[src/rtl/tt_um_emern_vga_timing_p.sv]
// VGA-style raster timing generator: pixel/line counters, sync and active decode with a
// tick-enabled delay line that matches pixel-path latency, plus frame and vblank pulses.
module tt_um_emern_vga_timing_p #(
  parameter int unsigned H_ACTIVE   = 640,
  parameter int unsigned H_FP       = 16,
  parameter int unsigned H_SYNC     = 96,
  parameter int unsigned H_BP       = 48,
  parameter int unsigned V_ACTIVE   = 480,
  parameter int unsigned V_FP       = 10,
  parameter int unsigned V_SYNC     = 2,
  parameter int unsigned V_BP       = 33,
  parameter logic        HS_POL     = 1'b0,
  parameter logic        VS_POL     = 1'b0,
  parameter int unsigned PIPE_DEPTH = 2,
  parameter int unsigned CNT_W      = 10,
  parameter int unsigned FRAME_W    = 8
) (
  input  logic               clk,
  input  logic               rst,
  input  logic               en,
  output logic [CNT_W-1:0]   col_counter,
  output logic [CNT_W-1:0]   row_counter,
  output logic               h_sync,
  output logic               v_sync,
  output logic               active_video,
  output logic               screen_inactive,
  output logic               frame_start,
  output logic               vblank_irq,
  output logic [FRAME_W-1:0] frame_count
);

  localparam int unsigned H_TOTAL = H_ACTIVE + H_FP + H_SYNC + H_BP;
  localparam int unsigned V_TOTAL = V_ACTIVE + V_FP + V_SYNC + V_BP;

  if (longint'(H_TOTAL) > (longint'(1) << CNT_W)) begin : g_bad_h_total
    $error("H_TOTAL does not fit in CNT_W bits");
  end
  if (longint'(V_TOTAL) > (longint'(1) << CNT_W)) begin : g_bad_v_total
    $error("V_TOTAL does not fit in CNT_W bits");
  end
  if (PIPE_DEPTH > 7) begin : g_bad_pipe_depth
    $error("PIPE_DEPTH must be in 0..7");
  end

  localparam logic [CNT_W-1:0] HLast   = CNT_W'(H_TOTAL - 1);
  localparam logic [CNT_W-1:0] VLast   = CNT_W'(V_TOTAL - 1);
  localparam logic [CNT_W-1:0] HActive = CNT_W'(H_ACTIVE);
  localparam logic [CNT_W-1:0] VActive = CNT_W'(V_ACTIVE);
  localparam logic [CNT_W-1:0] HsStart = CNT_W'(H_ACTIVE + H_FP);
  localparam logic [CNT_W-1:0] HsEnd   = CNT_W'(H_ACTIVE + H_FP + H_SYNC - 1);
  localparam logic [CNT_W-1:0] VsStart = CNT_W'(V_ACTIVE + V_FP);
  localparam logic [CNT_W-1:0] VsEnd   = CNT_W'(V_ACTIVE + V_FP + V_SYNC - 1);

  logic [CNT_W-1:0]   col_q, col_d, row_q, row_d;
  logic [FRAME_W-1:0] frame_q, frame_d;
  logic               frame_start_q, frame_start_d;
  logic               vblank_q, vblank_d;

  always_comb begin
    col_d         = col_q;
    row_d         = row_q;
    frame_d       = frame_q;
    frame_start_d = 1'b0;
    vblank_d      = 1'b0;
    if (en) begin
      if (col_q == HLast) begin
        col_d = '0;
        if (row_q == VLast) begin
          row_d         = '0;
          frame_d       = frame_q + 1'b1;
          frame_start_d = 1'b1;
        end else begin
          row_d = row_q + 1'b1;
        end
        vblank_d = (row_d == VActive);
      end else begin
        col_d = col_q + 1'b1;
      end
    end
  end

  always_ff @(posedge clk) begin
    if (rst) begin
      col_q         <= '0;
      row_q         <= '0;
      frame_q       <= '0;
      frame_start_q <= 1'b0;
      vblank_q      <= 1'b0;
    end else begin
      col_q         <= col_d;
      row_q         <= row_d;
      frame_q       <= frame_d;
      frame_start_q <= frame_start_d;
      vblank_q      <= vblank_d;
    end
  end

  // Undelayed decode, already at output polarity.
  logic hs_now, vs_now, act_now;

  always_comb begin
    hs_now  = ((col_q >= HsStart) && (col_q <= HsEnd)) ? HS_POL : ~HS_POL;
    vs_now  = ((row_q >= VsStart) && (row_q <= VsEnd)) ? VS_POL : ~VS_POL;
    act_now = (col_q < HActive) && (row_q < VActive);
  end

  if (PIPE_DEPTH == 0) begin : g_no_pipe
    assign h_sync       = hs_now;
    assign v_sync       = vs_now;
    assign active_video = act_now;
  end else begin : g_pipe
    logic [PIPE_DEPTH-1:0] hs_q, hs_d, vs_q, vs_d, act_q, act_d;

    always_comb begin
      hs_d  = hs_q;
      vs_d  = vs_q;
      act_d = act_q;
      if (en) begin
        hs_d[0]  = hs_now;
        vs_d[0]  = vs_now;
        act_d[0] = act_now;
        for (int unsigned i = 1; i < PIPE_DEPTH; i++) begin
          hs_d[i]  = hs_q[i-1];
          vs_d[i]  = vs_q[i-1];
          act_d[i] = act_q[i-1];
        end
      end
    end

    always_ff @(posedge clk) begin
      if (rst) begin
        hs_q  <= {PIPE_DEPTH{~HS_POL}};
        vs_q  <= {PIPE_DEPTH{~VS_POL}};
        act_q <= '0;
      end else begin
        hs_q  <= hs_d;
        vs_q  <= vs_d;
        act_q <= act_d;
      end
    end

    assign h_sync       = hs_q[PIPE_DEPTH-1];
    assign v_sync       = vs_q[PIPE_DEPTH-1];
    assign active_video = act_q[PIPE_DEPTH-1];
  end

  assign col_counter     = col_q;
  assign row_counter     = row_q;
  assign screen_inactive = (row_q >= VActive);
  assign frame_start     = frame_start_q;
  assign vblank_irq      = vblank_q;
  assign frame_count     = frame_q;

endmodule

[config.mk]
export PLATFORM = sky130hd
export DESIGN_NAME = tt_um_emern_vga_timing_p
export DESIGN_NICKNAME = d
export VERILOG_FILES = /design/src/rtl/tt_um_emern_vga_timing_p.sv
export SDC_FILE = /design/constraint.sdc
export NUM_CORES = 1
export LEC_CHECK = 0
export CAP_MARGIN = 0
export CORE_UTILIZATION = 38
export DETAILED_ROUTE_END_ITERATION = 10
export PLACE_DENSITY = 0.74
export SLEW_MARGIN = 0
export SYNTH_ARGS = -nofsm -noshare
export SYNTH_HDL_FRONTEND = slang
export SYNTH_SLANG_ARGS = --single-unit
[constraint.sdc]
create_clock -name clk -period 2.3 [get_ports clk]
set_clock_uncertainty 0.1 [all_clocks]
set_input_delay 0.23 -clock clk [delete_from_list [all_inputs] [get_ports clk]]
set_output_delay 0.23 -clock clk [all_outputs]
set_load 0.05 [all_outputs]
==> metrics, run 1 <==
status finished, final reports clean; Setup Viol. Count Final 0; Worst Reg-to-Reg Cells 4; Metal-1 WL roughly 2100 um; Avg Inst Size Synth between 8 and 9 sq um; met3 WL ~200 um; hold path endpoint g_pipe.hs_q[1]; CTS Buf Count 5; global-route wire length before repair 7520 um; post-synthesis cell type count between 40 and 50; Area Overhead vs Synth 34.8%; Post-synth EDFFs 0; post-detailed-route count of antenna-violating nets 0; ANT cells 0; register area between 700 and 800 sq um; core area about 4800 sq um; num rows 25; remaining global-route overflow 0; Crit Path Category register to register; dpl hpwl between 3000 and 4000 um; CP Capture Type register; FFs w/ async S/R, synth 0%; Worst VDD drop 303 uV; I/O pins 37; number of detailed-route iterations in the first pass 4; clk slew on worst S/H paths 0.07 ns; Fin. Hold Viols 0; setup slack after layout just under 0.09 ns; warning count from the yosys run 0; Worst Tran Pin Value between 0.5 and 0.6 ns; arrival time worst endpoint roughly 2.3 ns; R2R Setup Slk slightly below 0.09 ns; vias in the first global route about 1700; port bufs 36; DRT iter0 DRCs 133; syn nets 240; final wirelength about 4500 um; CTS Sinks 36; chip width between 70 and 80 um; die height about 73 um; area of the multi-input gates approximately 1100 sq um; Initial Util 39.9%; Max-slew headroom approximately 66%; CP Data Required Time between 2 and 2.5 ns; Worst-Skew Late Latency around 0.29 ns; Residual DRC 0; clock buffer depth 2; Worst Setup SP row_counter[8]; CTS Root Cell clkbuf_8; htree depth 2; Vias per Instance between 5 and 6; vias post-DR around 1800; RSZ-0062 raised after global routing false; postcts setup bufs 0; met2 wire length 2120 um; pwr/cell area 476 nW/um^2; highest routed layer met4; Fill cells 450; Hold Path Class register to register; Leak between 0.0008 and 0.0009 uW; Hold Path Depth 1; Post-CTS Hold Buffers 0; full die area around 5300 sq um; RD Place Congestion around 0.81; Main synth FF type dfxtp_1; reg-to-reg startpoint row_counter[8]; WL per Instance 12.9 um; nets between 200 and 300; crit path launch type register; capturing point of the worst reg2reg path frame_count[7]; synthesized cell area 1910 sq um; dpl ws -0.0277 ns; initial antenna violation count 0; Max Clock Freq roughly 450 MHz; synthesized instance count 231; crit path time final around 2.2 ns; crit share post-route 96.2%; CP max FO 16; Max-cap violations 0; Seq/Total Area, Yosys between 30% and 40%; synthesized flop and latch total 36; Slew Viols, Final 0; total power 1230 uW; share of cells above drive strength 1 about 16%; min-delay src g_pipe.hs_q[0]; CTS-repair resized insts 0; CTS tree built; largest net degree at the start of global routing 21; worst hold slack ~0.37 ns; Tot GR Track Use approximately 18%
[metrics by stage]
step	std cells	instance area, sq um	utilization [%]	setup TNS, ns
6_report	345	2580	53.8	0
3_5_place_dp	337	2470	51.6	-0.0277
2_1_floorplan	231	1950	-	0
5_1_grt	345	2580	53.8	0
4_1_cts	345	2580	53.8	0
3_3_place_gp	337	2470	51.6	0
[cells in the final DEF (no fill, tap or decap), types with 3 or more instances in the layout]
| master | instances |
|---|---|
| dfxtp_1 | 25 |
| and2_1 | 3 |
| nand4_1 | 6 |
| nand2_1 | 15 |
| nor2b_1 | 4 |
| nand2b_1 | 4 |
| nor3_1 | 4 |
| xnor2_1 | 3 |
| nand3_1 | 15 |
| ha_1 | 6 |
| or4_1 | 7 |
| nand4b_1 | 3 |
| o31ai_1 | 7 |
| dfxtp_2 | 9 |
| a21oi_1 | 11 |
| or3_1 | 3 |
| nor4b_1 | 3 |
| o211ai_1 | 4 |
| inv_1 | 12 |
| and4_1 | 5 |
| o21ai_0 | 11 |
| clkdlybuf4s50_1 | 35 |
| xor2_1 | 7 |
| mux2i_1 | 3 |
| a31oi_1 | 6 |
| nor2_1 | 16 |
| buf_4 | 19 |
| clkbuf_8 | 5 |
[state kept, by name, summed over array words and instances (netlist names)]
| signal | cells |
|---|---|
| vblank_irq | 1 |
| g_pipe.hs_q | 2 |
| g_pipe.act_q | 2 |
| frame_count | 8 |
| col_counter | 10 |
| frame_start | 1 |
| row_counter | 10 |
| g_pipe.vs_q | 2 |
[final cells by class]
class	instances	share of cell area [%]
Clock buffer	6	3.64
Clock inverter	2	0.437
Inverter	12	1.75
Multi-Input combinational cell	167	42.3
Sequential cell	36	28.7
Tap cell	67	3.25
Timing Repair Buffer	55	19.9
[cells in the mapped netlist (all sizes together), types with 6 or more instances]
| master | number | share of area (%) |
|---|---|---|
| inv | 12 | 2.4 |
| nand4 | 6 | 2.0 |
| o21ai | 11 | 2.9 |
| o31ai | 7 | 2.8 |
| nand3 | 15 | 3.9 |
| nand2 | 15 | 2.9 |
| clkbuf | 14 | 2.8 |
| ha | 6 | 3.9 |
| a31oi | 6 | 2.0 |
| or4 | 7 | 2.8 |
| xor2 | 7 | 3.2 |
| a21oi | 11 | 2.9 |
| dfxtp | 36 | 38 |
| nor2 | 16 | 3.1 |
[metal layers]
metal	track usage, %	vias to the layer above
li1	-	939
met3	4.01	6
met5	0	-
met1	23.3	866
met2	29.8	35
met4	6.32	0
[report_power, final]
group / internal, uW / switching [uW]
Sequential: 629 / 6.36
Combinational: 31.1 / 47.1
Clock: 278 / 235
Total: 937 / 289
[worst max-delay path: stages (launching register included)]
cell	delay, ns
dfxtp_4	0.35
or4_1	0.55
or3_4	0.47
or4_1	0.52
a21oi_1	0.16
[worst max path at each step]
stage	end	slack (ns)	cells past startpoint
global placement	frame_count[5]	0.02	6
floorplan	frame_count[5]	0.02	6
finish	frame_count[7]	0.09	4
global route	frame_count[5]	0.01	6
detailed placement	frame_count[5]	-0.03	6
CTS	frame_count[7]	0.08	4
[logic make-up (layout without fill, tap and decap cells)]
kind of cell    Yosys count  count (layout)  synth area share [%]
compound gates           51              51                  17.3
xor+xnor                 10              10                  4.58
mux                       4               4                  2.16
fa+ha+maj                 6               6                  3.93
flops                    36              36                  37.7
buf+inv                  28              75                  5.89
simple gates             96              96                  28.4
Power figures use the tool's default switching activity.
==> inputs of run 2 (changes only) <==
- CTS_BUF_LIST: unset -> sky130_fd_sc_hd__clkbuf_16
- SLEW_MARGIN: 0 -> 20
==> metrics, run 2 (synthesis results as in run 1) <==
status finished, final reports clean (unchanged); Max-cap violations 0 (unchanged); CTS Sinks 36 (unchanged); Max-slew headroom 66.2% (about the same); Residual DRC 0 (unchanged); pwr/cell area 546 nW/um^2 (was 476 nW/um^2); sw frac 21.7% (was 23.5%); Worst-Skew Late Latency 0.28 ns (was 0.29 ns); htree depth 2 (unchanged); CP Capture Type register (unchanged); CTS-repair resized insts 0 (unchanged); CTS Root Cell clkbuf_16 (was clkbuf_8); clk slew on worst S/H paths 0.06 ns (was 0.07 ns); min-delay src g_pipe.hs_q[0] (unchanged); nets 286 (unchanged); die height 72.9 um (unchanged); RSZ-0062 raised after global routing false (unchanged); CP max-delay cell or4_1 (unchanged); CP max FO 16 (unchanged); WL per Instance 13.1 um (was 12.9 um); core area 4790 sq um (unchanged); number of detailed-route iterations in the first pass 4 (unchanged); Sw Pwr 313 uW (was 289 uW); Worst Path Buf+Inv 0 (unchanged); full die area 5320 sq um (unchanged); reg-to-reg startpoint row_counter[8] (unchanged); CP Data Required Time 2.41 ns (was 2.42 ns); crit share post-route 96.1% (was 96.2%); Critical Path Stages 4 (unchanged); vias post-DR 1844 (was 1846); final wirelength 4530 um (was 4460 um); Slew Viols, Final 0 (unchanged); placed inst area 2470 sq um (unchanged); capturing point of the worst reg2reg path frame_count[7] (unchanged); vias in the first global route 1678 (was 1676); P_int 1130 uW (was 937 uW); CTS tree built (unchanged); Worst VDD drop 308 uV (was 303 uV); clock share of power 50.4% (was 41.8%); fin area 2630 sq um (was 2580 sq um); non-filler cells, final 345 (unchanged); post-detailed-route count of antenna-violating nets 0 (unchanged); Worst Reg-to-Reg Cells 4 (unchanged); initial antenna violation count 0 (unchanged); clock buffer depth 2 (unchanged); postcts setup bufs 0 (unchanged); Max Clock Freq 452 MHz (about the same); slowest stage delay, CP 0.54 ns (was 0.55 ns); commonest non-fill, non-tap cell in the layout clkdlybuf4s50_1 (unchanged); num rows 25 (unchanged); RD Place Congestion 0.808 (unchanged); combinational share of power 5.4% (was 6.4%); Hold Path Class register to register (unchanged); Tot GR Track Use 18.8% (was 18.1%); hold path endpoint g_pipe.hs_q[1] (unchanged); share of cells above drive strength 1 16.2% (unchanged); largest net degree at the start of global routing 21 (unchanged); Leak 0.000908 uW (was 0.000883 uW); most frequent cells in the layout 35 x clkdlybuf4s50_1, 25 x dfxtp_1, 19 x buf_4, 16 x nor2_1 (unchanged); Worst Tran Pin Value 0.505 ns (about the same); port bufs 36 (unchanged); R2R Setup Slk 0.09 ns (about the same); Fill cells 442 (was 450); remaining global-route overflow 0 (unchanged); Area Overhead vs Synth 37.8% (was 34.8%); Post-CTS Hold Buffers 0 (unchanged); placed instance count 337 (unchanged); I/O pins 37 (unchanged); arrival time worst endpoint 2.32 ns (was 2.34 ns); chip width 72.9 um (unchanged); Crit Path Category register to register (unchanged); ANT cells 0 (unchanged); global-route wire length before repair 7660 um (was 7520 um); Vias per Instance 5.34 (was 5.35); crit path time final 2.21 ns (about the same); Initial Util 39.9% (unchanged); CP Cell Sequence or4_1 -> or3_4 -> or4_1 -> a21oi_1 (unchanged); most frequent CP cell or4_1 (unchanged); DRT iter0 DRCs 140 (was 133); CTS Buf Count 5 (unchanged); Hold Path Depth 1 (unchanged); Setup Viol. Count Final 0 (unchanged); Fin. Hold Viols 0 (unchanged); crit path launch type register (unchanged); dpl hpwl 3230 um (unchanged); cell family with most CP delay simple AND/OR/NAND/NOR gates (unchanged); Reg power frac 44.2% (was 51.8%)
[run 2: cell counts in the layout (fill, tap and decap cells not counted)]
No cell type changed its count.
[run 2: metrics by stage]
stage | utilization, % | power (uW) | TNS [ns] | hold slack (ns) | setup slack, ns
floorplan | - | 697 | 0 | 0.332 | 0.0173
global placement | 51.6 | 727 | 0 | 0.356 | 0.0205
detailed placement | 51.6 | 729 | -0.0277 | 0.359 | -0.0277
CTS | 55.0 | 1460 | 0 | 0.372 | 0.0877
global route | 55.0 | 1490 | 0 | 0.391 | 0.0142
finish | 55.0 | 1440 | 0 | 0.367 | 0.0896
[run 2: power by group through the flow]
| stage | registers [uW] | logic [uW] | clock network [uW] |
|---|---|---|---|
| global placement | 649 | 77.8 | 0 |
| global route | 637 | 84.3 | 769 |
| finish | 636 | 78.0 | 724 |
| CTS | 636 | 79.3 | 743 |
| floorplan | 671 | 26.6 | 0 |
| detailed placement | 650 | 79.2 | 0 |
[run 2: how the worst max path moves through the flow]
stage	startpoint	endpoint	slack, ns
after detailed placement	en	frame_count[5]	-0.03
after global routing	col_counter[0]	frame_count[5]	0.01
after global placement	en	frame_count[5]	0.02
final	row_counter[8]	frame_count[7]	0.09
after CTS	row_counter[8]	frame_count[1]	0.09
after floorplan	col_counter[0]	frame_count[5]	0.02
[run 2: layout make-up]
| type | count | area [sq um] | share of cell area [%] |
|---|---|---|---|
| flip-flops and latches | 36 | 739 | 28.1 |
| multi-input cells | 167 | 1090 | 41.4 |
| clock buffers | 6 | 150 | 5.70 |
| well taps | 67 | 83.8 | 3.18 |
| repair buffers | 55 | 513 | 19.5 |
| clock inverters | 2 | 11.3 | 0.428 |
| inverters | 12 | 45.0 | 1.71 |
[run 2: routing by layer]
layer | track usage (%) | part of all wire [%] | wire (um) | vias to the layer above
li1 | - | - | - | 938
met1 | 23.8 | 47 | 2120 | 864
met2 | 30.4 | 47 | 2150 | 35
met3 | 4.83 | 4.0 | 183 | 7
met4 | 7.84 | 1.7 | 76 | 0
met5 | 0 | 0 | 0 | -
